## config.mk

```make
export PLATFORM = sky130hd
export DESIGN_NAME = hex_scroll_ctrl
export DESIGN_NICKNAME = d
export VERILOG_FILES = /design/src/rtl/hex_scroll_ctrl.sv
export SDC_FILE = /design/constraint.sdc
export NUM_CORES = 1
export LEC_CHECK = 0
export ABC_CLOCK_PERIOD_IN_PS = 3800
export CAP_MARGIN = 20
export CORE_ASPECT_RATIO = 0.5
export CORE_MARGIN = 2
export CORE_UTILIZATION = 35
export CTS_CLUSTER_SIZE = 25
export DETAILED_ROUTE_END_ITERATION = 7
export RECOVER_POWER = 50
export SETUP_SLACK_MARGIN = 0.02
export SLEW_MARGIN = 20
export SYNTH_ARGS = -nofsm -noshare
export SYNTH_HDL_FRONTEND = slang
export SYNTH_SLANG_ARGS = --single-unit
export TNS_END_PERCENT = 10
```

## constraint.sdc

```tcl
create_clock -name CLOCK_50 -period 3.8 [get_ports CLOCK_50]
set_clock_uncertainty 0.1 [all_clocks]
set_input_delay 0.57 -clock CLOCK_50 [delete_from_list [all_inputs] [get_ports CLOCK_50]]
set_output_delay 0.57 -clock CLOCK_50 [all_outputs]
set_load 0.1 [all_outputs]
```

## src/rtl/hex_scroll_ctrl.sv

```systemverilog
// hex_scroll_ctrl: autonomous rotating "auto" message on HEX5..HEX0 with pause/step/direction.
// Optional macro HEX_SCROLL_SPEED_EN: SW[2:1] selects step period CLK_DIV >> 2*sel (min 2).
//
// state   | meaning
// S_RUN   | prescaler counting, pos steps on each tick
// S_PAUSE | prescaler held at 0, pos steps only on a KEY[2] press
module hex_scroll_ctrl #(
  parameter int CLK_DIV = 50000000,
  parameter int NPOS    = 6
) (
  input  logic       CLOCK_50,
  input  logic [3:0] KEY,
  input  logic [9:0] SW,
  output logic [6:0] HEX0,
  output logic [6:0] HEX1,
  output logic [6:0] HEX2,
  output logic [6:0] HEX3,
  output logic [6:0] HEX4,
  output logic [6:0] HEX5,
  output logic [9:0] LEDR
);

  localparam int CW = $clog2(CLK_DIV);
  localparam logic [2:0] LAST = 3'(NPOS - 1);

  typedef enum logic {S_RUN = 1'b0, S_PAUSE = 1'b1} state_t;

  logic          rst_n;
  state_t        state_q, state_d;
  logic [2:0]    pos_q, pos_d;
  logic [CW-1:0] cnt_q, cnt_d, tc;
  logic [2:0]    k1_sr, k2_sr;
  logic [1:0]    dir_sr;
  logic          pause_pulse, step_pulse, dir_rev, tick, spd_chg;
  logic [6:0]    hex_q [6];
  logic          unused_ok;

  assign rst_n     = KEY[0];
  assign unused_ok = ^{KEY[3], SW[9:1]};

  function automatic logic [2:0] step_pos(input logic [2:0] p, input logic rev);
    if (rev) return (p == 3'd0) ? LAST : p - 3'd1;
    return (p == LAST) ? 3'd0 : p + 3'd1;
  endfunction

  // Digit i shows message entry (i - p) mod NPOS; out-of-range entries are blank.
  function automatic logic [6:0] digit(input int i, input logic [2:0] p);
    logic [3:0] idx;
    idx = 4'(i) + 4'(NPOS) - {1'b0, p};
    if (idx >= 4'(NPOS)) idx = idx - 4'(NPOS);
    case (idx)
      4'd0:    return 7'b0100011;
      4'd1:    return 7'b0000111;
      4'd2:    return 7'b1100011;
      4'd3:    return 7'b0100000;
      default: return 7'b1111111;
    endcase
  endfunction

  // [0] first flop, [1] synchronised value, [2] previous synchronised value
  always_ff @(posedge CLOCK_50 or negedge rst_n) begin
    if (!rst_n) begin
      k1_sr  <= '1;
      k2_sr  <= '1;
      dir_sr <= '1;
    end else begin
      k1_sr  <= {k1_sr[1:0], KEY[1]};
      k2_sr  <= {k2_sr[1:0], KEY[2]};
      dir_sr <= {dir_sr[0], SW[0]};
    end
  end

  assign pause_pulse = k1_sr[2] & ~k1_sr[1];
  assign step_pulse  = k2_sr[2] & ~k2_sr[1];
  assign dir_rev     = dir_sr[1];

`ifdef HEX_SCROLL_SPEED_EN
  logic [1:0]  spd_s1, spd_s2, spd_prev;
  logic [31:0] per;

  always_ff @(posedge CLOCK_50 or negedge rst_n) begin
    if (!rst_n) begin
      spd_s1   <= '0;
      spd_s2   <= '0;
      spd_prev <= '0;
    end else begin
      spd_s1   <= SW[2:1];
      spd_s2   <= spd_s1;
      spd_prev <= spd_s2;
    end
  end

  assign spd_chg = (spd_s2 != spd_prev);

  always_comb begin
    per = 32'(CLK_DIV) >> {spd_s2, 1'b0};
    if (per < 32'd2) per = 32'd2;
    tc = CW'(per - 32'd1);
  end
`else
  assign spd_chg = 1'b0;
  assign tc      = CW'(CLK_DIV - 1);
`endif

  assign tick = (state_q == S_RUN) && (cnt_q == tc) && !spd_chg;

  always_ff @(posedge CLOCK_50 or negedge rst_n) begin
    if (!rst_n) begin
      state_q <= S_RUN;
      pos_q   <= '0;
      cnt_q   <= '0;
    end else begin
      state_q <= state_d;
      pos_q   <= pos_d;
      cnt_q   <= cnt_d;
    end
  end

  always_comb begin
    state_d = state_q;
    pos_d   = pos_q;
    cnt_d   = cnt_q;
    case (state_q)
      S_RUN: begin
        // A pause press landing on the tick cycle wins; no step is taken.
        if (pause_pulse) begin
          state_d = S_PAUSE;
          cnt_d   = '0;
        end else if (tick) begin
          pos_d = step_pos(pos_q, dir_rev);
          cnt_d = '0;
        end else if (spd_chg) begin
          cnt_d = '0;
        end else begin
          cnt_d = cnt_q + 1'b1;
        end
      end
      S_PAUSE: begin
        cnt_d = '0;
        if (step_pulse)  pos_d   = step_pos(pos_q, dir_rev);
        if (pause_pulse) state_d = S_RUN;
      end
      default: state_d = S_RUN;
    endcase
    if (pos_q > LAST) pos_d = '0;
  end

  always_ff @(posedge CLOCK_50 or negedge rst_n) begin
    if (!rst_n) begin
      for (int i = 0; i < 6; i++) hex_q[i] <= digit(i, 3'd0);
    end else begin
      for (int i = 0; i < 6; i++) hex_q[i] <= digit(i, pos_q);
    end
  end

  assign HEX0 = hex_q[0];
  assign HEX1 = hex_q[1];
  assign HEX2 = hex_q[2];
  assign HEX3 = hex_q[3];
  assign HEX4 = hex_q[4];
  assign HEX5 = hex_q[5];
  assign LEDR = {state_q == S_PAUSE, 6'b0, pos_q};

endmodule

```

# Word-level counts from Yosys, hierarchy flattened
# Index checks and enable logic that the tools add are counted.
# classes
reduce_logical	9
n_mux	34
n_eq_ne	23
magnitude_cmp	7
n_addsub	15
bitwise_logic	5
# op_table
operator	count
case mux 7 bit (4 select lines)	6
2-to-1 mux 26 bit	2
case mux 26 bit (2 select lines)	1
== test 4 x 2 -> 1 bit, second input constant	12
2-to-1 mux 3 bit	9
adder 26 x 1 -> 26 bit, second input constant	1
== test 26 bit, second input constant	1
== test 4 x 1 -> 1 bit, second input constant	6
>= comparator 4 x 3 -> 1 bit, second input constant	6
zero test 4 bit	6
2-to-1 mux 4 bit	6
subtractor 4 x 3 -> 4 bit, second input constant	6
subtractor 4 x 3 -> 4 bit, first input constant	4
2-to-1 mux 1 bit	8
subtractor 3 x 3 -> 4 bit, first input constant	2
!= test 3 x 2 -> 1 bit, second input constant	2
case mux 3 bit (2 select lines)	1
adder 3 x 1 -> 3 bit, second input constant	1
== test 3 bit, second input constant	1
> comparator 3 bit, second input constant	1
zero test 3 bit	1
!= test 3 x 1 -> 1 bit, second input constant	1
NOT 1 bit	3
AND reduction 3 bit	1
4 further kinds	5
# totals
wordCells	105
input_bits	15
output_inout_bits	52
reg_bits	80

# Longest topological paths before layout
# Gate-level depths: netlist (run 1).
# logic_depth
depth_word	10
ltp_mapped	11
depth_no_buf	8

# Worst setup path after synthesis (run 1)
# No wires, ideal clock.
# synth_path
path_type	register to register
startpoint	reg pos_q[0]
endpoint	reg hex_q, in the netlist HEX4[2]
path_buffers	3
required_ns	3.623
setup_time_ns	0.077
period_less_slack_ns	3.475
path_slack_ns	0.325
arrival_time_ns	3.298
stages_incl_launch_ff	11
cell_sequence	dfrtp_1 > buf_2 > inv_1 > clkbuf_1 > ha_1 > clkbuf_1 > clkinv_1 > ha_1 > mux2_2 > o21ai_0 > a21bo_2
# synth_between
elab_chain_cells	5
elab_cells_between_ends	9
classes_between	add/sub: 2; order compare: 1; eq/ne: 3; mux: 2; reduce/logical: 1
# synth_rtl
item	line_no	text
start: declaration	30	logic [2:0] pos_q, pos_d;
start signal: assignment	114	pos_q <= pos_d;
subtractor 4 x 3 -> 4 bit (*)	49	idx = 4'(i) + 4'(NPOS) - {1'b0, p};
subtractor 4 x 3 -> 4 bit / >= comparator 4 x 3 -> 1 bit (equally long branches)	50	if (idx >= 4'(NPOS)) idx = idx - 4'(NPOS);
2-to-1 mux 4 bit (*)	50	
== test 4 x 2 -> 1 bit, or another cell as far along	51	case (idx)
case mux 7 bit (4 select lines) (*)	51	
end: declaration	35	logic [6:0] hex_q [6];
# Every way passes the cells marked *; elsewhere a longest branch is shown, timed or not.
# A chain may end at the register's enable or synchronous reset.

# Final worst setup path (run 1)
# Ends and elaborated chain as after synthesis.

==> results.yml, run 1 <==
run_status:
  status: "finished, violations left"
  violations: "max-capacitance violations, max-slew violations"
clock_network:
  numCtsBuffers: 9
  cts_resized: 0
  cts_tree: "done"
  clock_latency_ps: 340
  cts_root_buffer: "clkbuf_16"
  ctsHoldBuffers: 0
  cts.sinks: 68
  cts_max_path_buffers: 2
  post_cts_buffers: 0
  htree_levels: 3
  cts.clk_slew.worst_paths_ps: 50
sta:
  post-route-period-util_pct: 78.9
  finalHoldViolCount: 0
  rsz0062_at_grt: "no"
  post-route-min-period_ps: 3000
  setup_viol: 0
  worst_pin_slew_ps: 2200
  final-max-slew-violation-count: 44
  final.setup.tns_ps: 0
  layout_setup_ws_ps: 803
  relSlewSlack_pct: -46.8
  maxClockFrequency_ghz: 0.334
critical_path:
  cp_top_family: "flip-flops"
  crit_chain: "inv_1, ha_1, clkinv_1, ha_1, mux2_2, o21ai_0, a21bo_2"
  cp_max_fo: 22
  critPathRequiredTime_ps: 3970
  cp_slowest_cell: "dfrtp_1"
  cp_data_arrival_time_ps: 3160
  crit_type: "reg2reg"
  rr_endpoint: "HEX4[2]$_DFF_PN1_"
  r2r_setup_slack_ps: 800
  cp_num_buf_inv: 2
  start_kind: "register"
  r2r_cells: 7
  cpPeakStageDelay_ps: 780
  cpMostUsedCell: "ha_1"
  r2r_start: "pos_q[0]$_DFFE_PN0P_"
  endpoint_kind: "register"
die:
  start_util_pct: 36.4
  core_um2: 8800
  die_w_um: 139
  die_h_um: 71.7
  io_pins: 67
  rows: 24
  die-area_um2: 9990
worst_hold_path:
  min_path_cells: 0
  hold_start: "dir_sr[0]$_DFF_PN1_"
  holdPathEnd: "dir_sr[1]$_DFF_PN1_"
  hp-class: "reg2reg"
routing:
  vias_per_cell: 4.69
  totalWireLength_mm: 6.02
  route.detailed.drc: 0
  dr.pass1.iters: 4
  drt_iter0_drc: 85
  final_antenna_net_count: 0
  wl_per_cell_um: 13.0
  via_count: 2165
yosys:
  yosysTopAreaCellShare_pct: 32.8
  syn_inst: 299
  avgSynthCellArea_um2: 10.7
  synth_top_cell_by_area: "dfrtp_1"
  ys_types: 44
  synthTopCellsByArea: "dfrtp_1, dfstp_2, ha_1"
  async_flop_share_pct: 100
  synthXorXnorAreaFrac_pct: 7.10
  synth_seq_cells: 68
  yosys_warnings: 0
  synth_edf_count: 0
  ys_seq_area_share_pct: 54.1
  synth_top_family_by_area: "simple AND/OR/NAND/NOR gates"
  synthSimpleGateAreaFrac_pct: 19.3
  synth_mux_area_share_pct: 1.01
  synthTopCellsByCount: "dfrtp_1, nor2_1, dfstp_2"
  synthesis.area_um2: 3210
  synth_fa_ha_area_share_pct: 5.07
  synth_ff_type: "dfrtp_1"
  synth_compound_area_share_pct: 6.24
layout:
  final_nets: 368
  drive_above_1_share_pct: 16.8
  antenna_cells: 0
  syn_to_final_growth_pct: 24.1
global_route:
  grt_pass1_wl_mm: 10.4
  antenna_found_initial: 0
  grt_overflow: 0
  grt_pass1_vias: 2264
  grt_usage_pct: 13.4
  grt_max_degree: 44
placement:
  hpwl_mm: 4.23
  dpl_worst_slack_ps: 828
  portBuffers: 50
  place_congestion: 0.837
flow_run:
  drv_cap: 1
==> layout by cell type, fill, tap and decap left out, types with 3 or more instances in the layout <==
cell type        instances
dlygate4sd3_1            3
a21oi_1                  6
dfrtp_1                 42
nor2_1                  42
xnor2_1                  8
nand3_1                 20
nand3b_1                 3
clkinv_2                 3
clkdlybuf4s50_1         45
nand4_1                  8
xor2_1                  18
inv_1                   12
conb_1                   6
dfstp_2                 25
or3_1                    4
ha_1                    13
and3_1                   6
nor3_1                   4
nand2_1                 23
o21ai_0                  8
clkbuf_16                9
==> worst max path at each step <==
stage                                    start                end  slack [ps]  cells past startpoint
final                     pos_q[0]$_DFFE_PN0P_  HEX4[2]$_DFF_PN1_         800                      7
after CTS                 pos_q[0]$_DFFE_PN0P_  HEX4[2]$_DFF_PN1_         800                      7
after global routing      pos_q[0]$_DFFE_PN0P_  HEX4[2]$_DFF_PN1_         570                      7
after floorplan           pos_q[0]$_DFFE_PN0P_  HEX4[2]$_DFF_PN1_         320                     10
after global placement    pos_q[0]$_DFFE_PN0P_  HEX4[2]$_DFF_PN1_         880                      7
after detailed placement  pos_q[0]$_DFFE_PN0P_  HEX4[2]$_DFF_PN1_         830                      7
==> routing by layer <==
metal	share of wire (%)	GRT usage, %	vias up
met4	2.1	7.41	0
met2	49	23.2	41
met5	0	0	-
li1	-	-	1061
met1	45	14.6	1051
met3	4.5	4.81	12
==> metrics by stage <==
stage	util, %	hold WS (ps)	cell area [µm²]	std cells
2_1_floorplan	-	174	3230	304
3_3_place_gp	42.1	245	3700	446
3_5_place_dp	42.1	247	3700	446
4_1_cts	45.3	255	3980	462
5_1_grt	45.2	255	3980	462
6_report	45.2	252	3980	462
==> flip-flops by register name (all words and copies together) (netlist names) <==
name,cells
pos_q,3
state_q,1
k1_sr,3
HEX4,5
HEX2,5
cnt_q,26
k2_sr,3
dir_sr,2
HEX3,5
HEX0,5
HEX1,5
HEX5,5
==> kinds of logic (layout without fill, tap and decap cells) <==
| group | Yosys count | count (layout) |
|---|---|---|
| AND/OR/NAND/NOR | 122 | 122 |
| flip-flops | 68 | 68 |
| XOR/XNOR | 26 | 26 |
| AO/OA/AOI/OAI | 26 | 26 |
| adder cells (fa/ha/maj) | 13 | 13 |
| other | 1 | 6 |
| multiplexers | 3 | 3 |
| buffers and inverters | 40 | 81 |
==> layout make-up <==
cell class	instances	area, µm²
fill	827	4820
sequential	68	1730
multi-input combinational	196	1260
timing repair buffer	52	504
clock buffer	12	256
tap	117	146
inverter	13	48.8
clock inverter	4	23.8
==> worst reg2reg max path, delay by kind of cell, from the launching register on <==
kind | cells | cell delay, ps
muxes | 1 | 250
AOI/OAI and AO/OA | 2 | 630
adders and majority gates | 2 | 760
DFF | 1 | 780
buffers and inverters | 2 | 410
Power of run 1 is left out: the tool's default activity adds up to more than one toggle a clock period on the data nets, which glitch-free logic cannot reach.
==> run 2, diff against run 1 <==
--- a/config.mk
+++ b/config.mk
@@ -5,7 +5,7 @@
 export SDC_FILE = /design/constraint.sdc
 export NUM_CORES = 1
 export LEC_CHECK = 0
-export ABC_CLOCK_PERIOD_IN_PS = 3800
+export ABC_CLOCK_PERIOD_IN_PS = 2500
 export CAP_MARGIN = 20
 export CORE_ASPECT_RATIO = 0.5
 export CORE_MARGIN = 2
==> constraint.sdc (replaced) <==
create_clock -name CLOCK_50 -period 2.5 [get_ports CLOCK_50]
set_clock_uncertainty 0.1 [all_clocks]
set_input_delay 0.375 -clock CLOCK_50 [delete_from_list [all_inputs] [get_ports CLOCK_50]]
set_output_delay 0.375 -clock CLOCK_50 [all_outputs]
set_load 0.1 [all_outputs]
==> results.yml, run 2 (synthesis gave the netlist of run 1 again) <==
sta:
  layout_setup_ws_ps: 193
  post-route-min-period_ps: 2310
  final-max-slew-violation-count: 0
  post-route-period-util_pct: 92.3
  finalHoldViolCount: 0
  maxClockFrequency_ghz: 0.433
  rsz0062_at_grt: "no"
  final.setup.tns_ps: 0
  relSlewSlack_pct: 6.64
  worst_pin_slew_ps: 1400
  setup_viol: 0
critical_path:
  crit_chain: "inv_1, ha_1, a21oi_1, mux2_2, o21ai_2, a21bo_2"
  cp_num_buf_inv: 1
  cpPeakStageDelay_ps: 480
  startpoint: "pos_q[1]$_DFFE_PN0P_"
  endpoint_kind: "register"
  critPathRequiredTime_ps: 2660
  rr_endpoint: "HEX4[2]$_DFF_PN1_"
  start_kind: "register"
  r2r_setup_slack_ps: 190
  crit_type: "reg2reg"
  cp_max_fo: 11
  cp_slowest_cell: "dfrtp_4"
  cp_data_arrival_time_ps: 2470
  cp_top_family: "compound AO/OA/AOI/OAI gates"
  r2r_start: "pos_q[1]$_DFFE_PN0P_"
  r2r_cells: 6
global_route:
  grt_pass1_vias: 2255
  grt_max_degree: 44
  grt_pass1_wl_mm: 10.9
  antenna_found_initial: 0
  grt_overflow: 0
  grt_usage_pct: 13.8
layout:
  largest_reg_flops: 26
  mostFrequentLayoutCells: "nor2_1, dfrtp_1, buf_4"
  final_area_um2: 3970
  antenna_cells: 0
  layout_commonest_cell: "nor2_1"
  final_nets: 374
  regMostFlops: "cnt_q"
  nFillCells: 813
  syn_to_final_growth_pct: 23.7
  fin_util_pct: 45.1
  drive_above_1_share_pct: 28.5
routing:
  drt_iter0_drc: 114
  final_antenna_net_count: 0
  vias_per_cell: 4.65
  dr.pass1.iters: 4
  via_count: 2178
  totalWireLength_mm: 6.31
  route.detailed.drc: 0
  wl_per_cell_um: 13.5
placement:
  dpl_worst_slack_ps: 209
  dpl-instance-area_um2: 3670
  place_congestion: 0.749
  hpwl_mm: 4.45
  portBuffers: 50
die:
  die_h_um: 71.7
  rows: 24
  start_util_pct: 36.4
  core_um2: 8800
  die-area_um2: 9990
  io_pins: 67
  die_w_um: 139
clock_network:
  cts_root_buffer: "clkbuf_16"
  cts.clk_slew.worst_paths_ps: 50
  clock_latency_ps: 330
  cts.sinks: 68
  numCtsBuffers: 9
  htree_levels: 3
  cts_tree: "done"
  cts_max_path_buffers: 2
worst_hold_path:
  min_path_cells: 0
  hp-class: "reg2reg"
  holdPathEnd: "k1_sr[1]$_DFF_PN1_"
  hold_start: "k1_sr[0]$_DFF_PN1_"
run_status:
  status: "complete, no violations"
flow_run:
  drv_cap: 0
run 2: metal layers:
metal	vias up	share of wire, %	global-route usage [%]
met1	1068	46	17.2
met2	22	49	23.1
met5	-	0	0
met4	0	1.9	6.17
met3	11	2.6	3.68
li1	1077	-	-
run 2: cell type report:
| class | instances | area, µm² | area share (%) |
|---|---|---|---|
| flip-flops and latches | 68 | 1750 | 44.0 |
| multi-input cells | 196 | 1280 | 32.3 |
| repair buffers | 58 | 390 | 9.84 |
| clock buffers | 10 | 239 | 6.02 |
| well taps | 117 | 146 | 3.69 |
| clock inverters | 6 | 111 | 2.81 |
| inverters | 13 | 53.8 | 1.36 |
run 2: worst max-delay path by stage:
stage | to | slack [ps] | cells past startpoint
detailed placement | HEX4[2]$_DFF_PN1_ | 210 | 8
finish | HEX4[2]$_DFF_PN1_ | 190 | 6
floorplan | HEX4[2]$_DFF_PN1_ | 30 | 10
CTS | HEX4[2]$_DFF_PN1_ | 190 | 6
global route | HEX4[2]$_DFF_PN1_ | 80 | 8
global placement | HEX4[2]$_DFF_PN1_ | 270 | 6
run 2: timing repair:
| action | in CTS | in global routing |
|---|---|---|
| endpoints found under the hold margin | 10 | 0 |
| gates resized for setup | 0 | 1 |
| setup endpoints to repair | 0 | 1 |
| buffers inserted | 0 | 0 |
| hold buffers | 1 | 0 |
run 2: through the flow:
step | cells | hold WS [ps]
2_1_floorplan | 304 | -20.6
3_3_place_gp | 451 | 246
3_5_place_dp | 451 | 247
4_1_cts | 468 | 255
5_1_grt | 468 | 258
6_report | 468 | 255
Power of run 2 is left out for the same reason.
==> run 3, diff against run 2 <==
--- a/config.mk
+++ b/config.mk
@@ -10,6 +10,7 @@
 export CORE_ASPECT_RATIO = 0.5
 export CORE_MARGIN = 2
 export CORE_UTILIZATION = 35
+export CTS_BUF_LIST = sky130_fd_sc_hd__clkbuf_8 sky130_fd_sc_hd__clkbuf_16
 export CTS_CLUSTER_SIZE = 25
 export DETAILED_ROUTE_END_ITERATION = 7
 export RECOVER_POWER = 50
==> results of run 3 <==
The final DEF is identical to that of run 2; final timing and power are the same.
Power of run 3 is left out for the same reason.
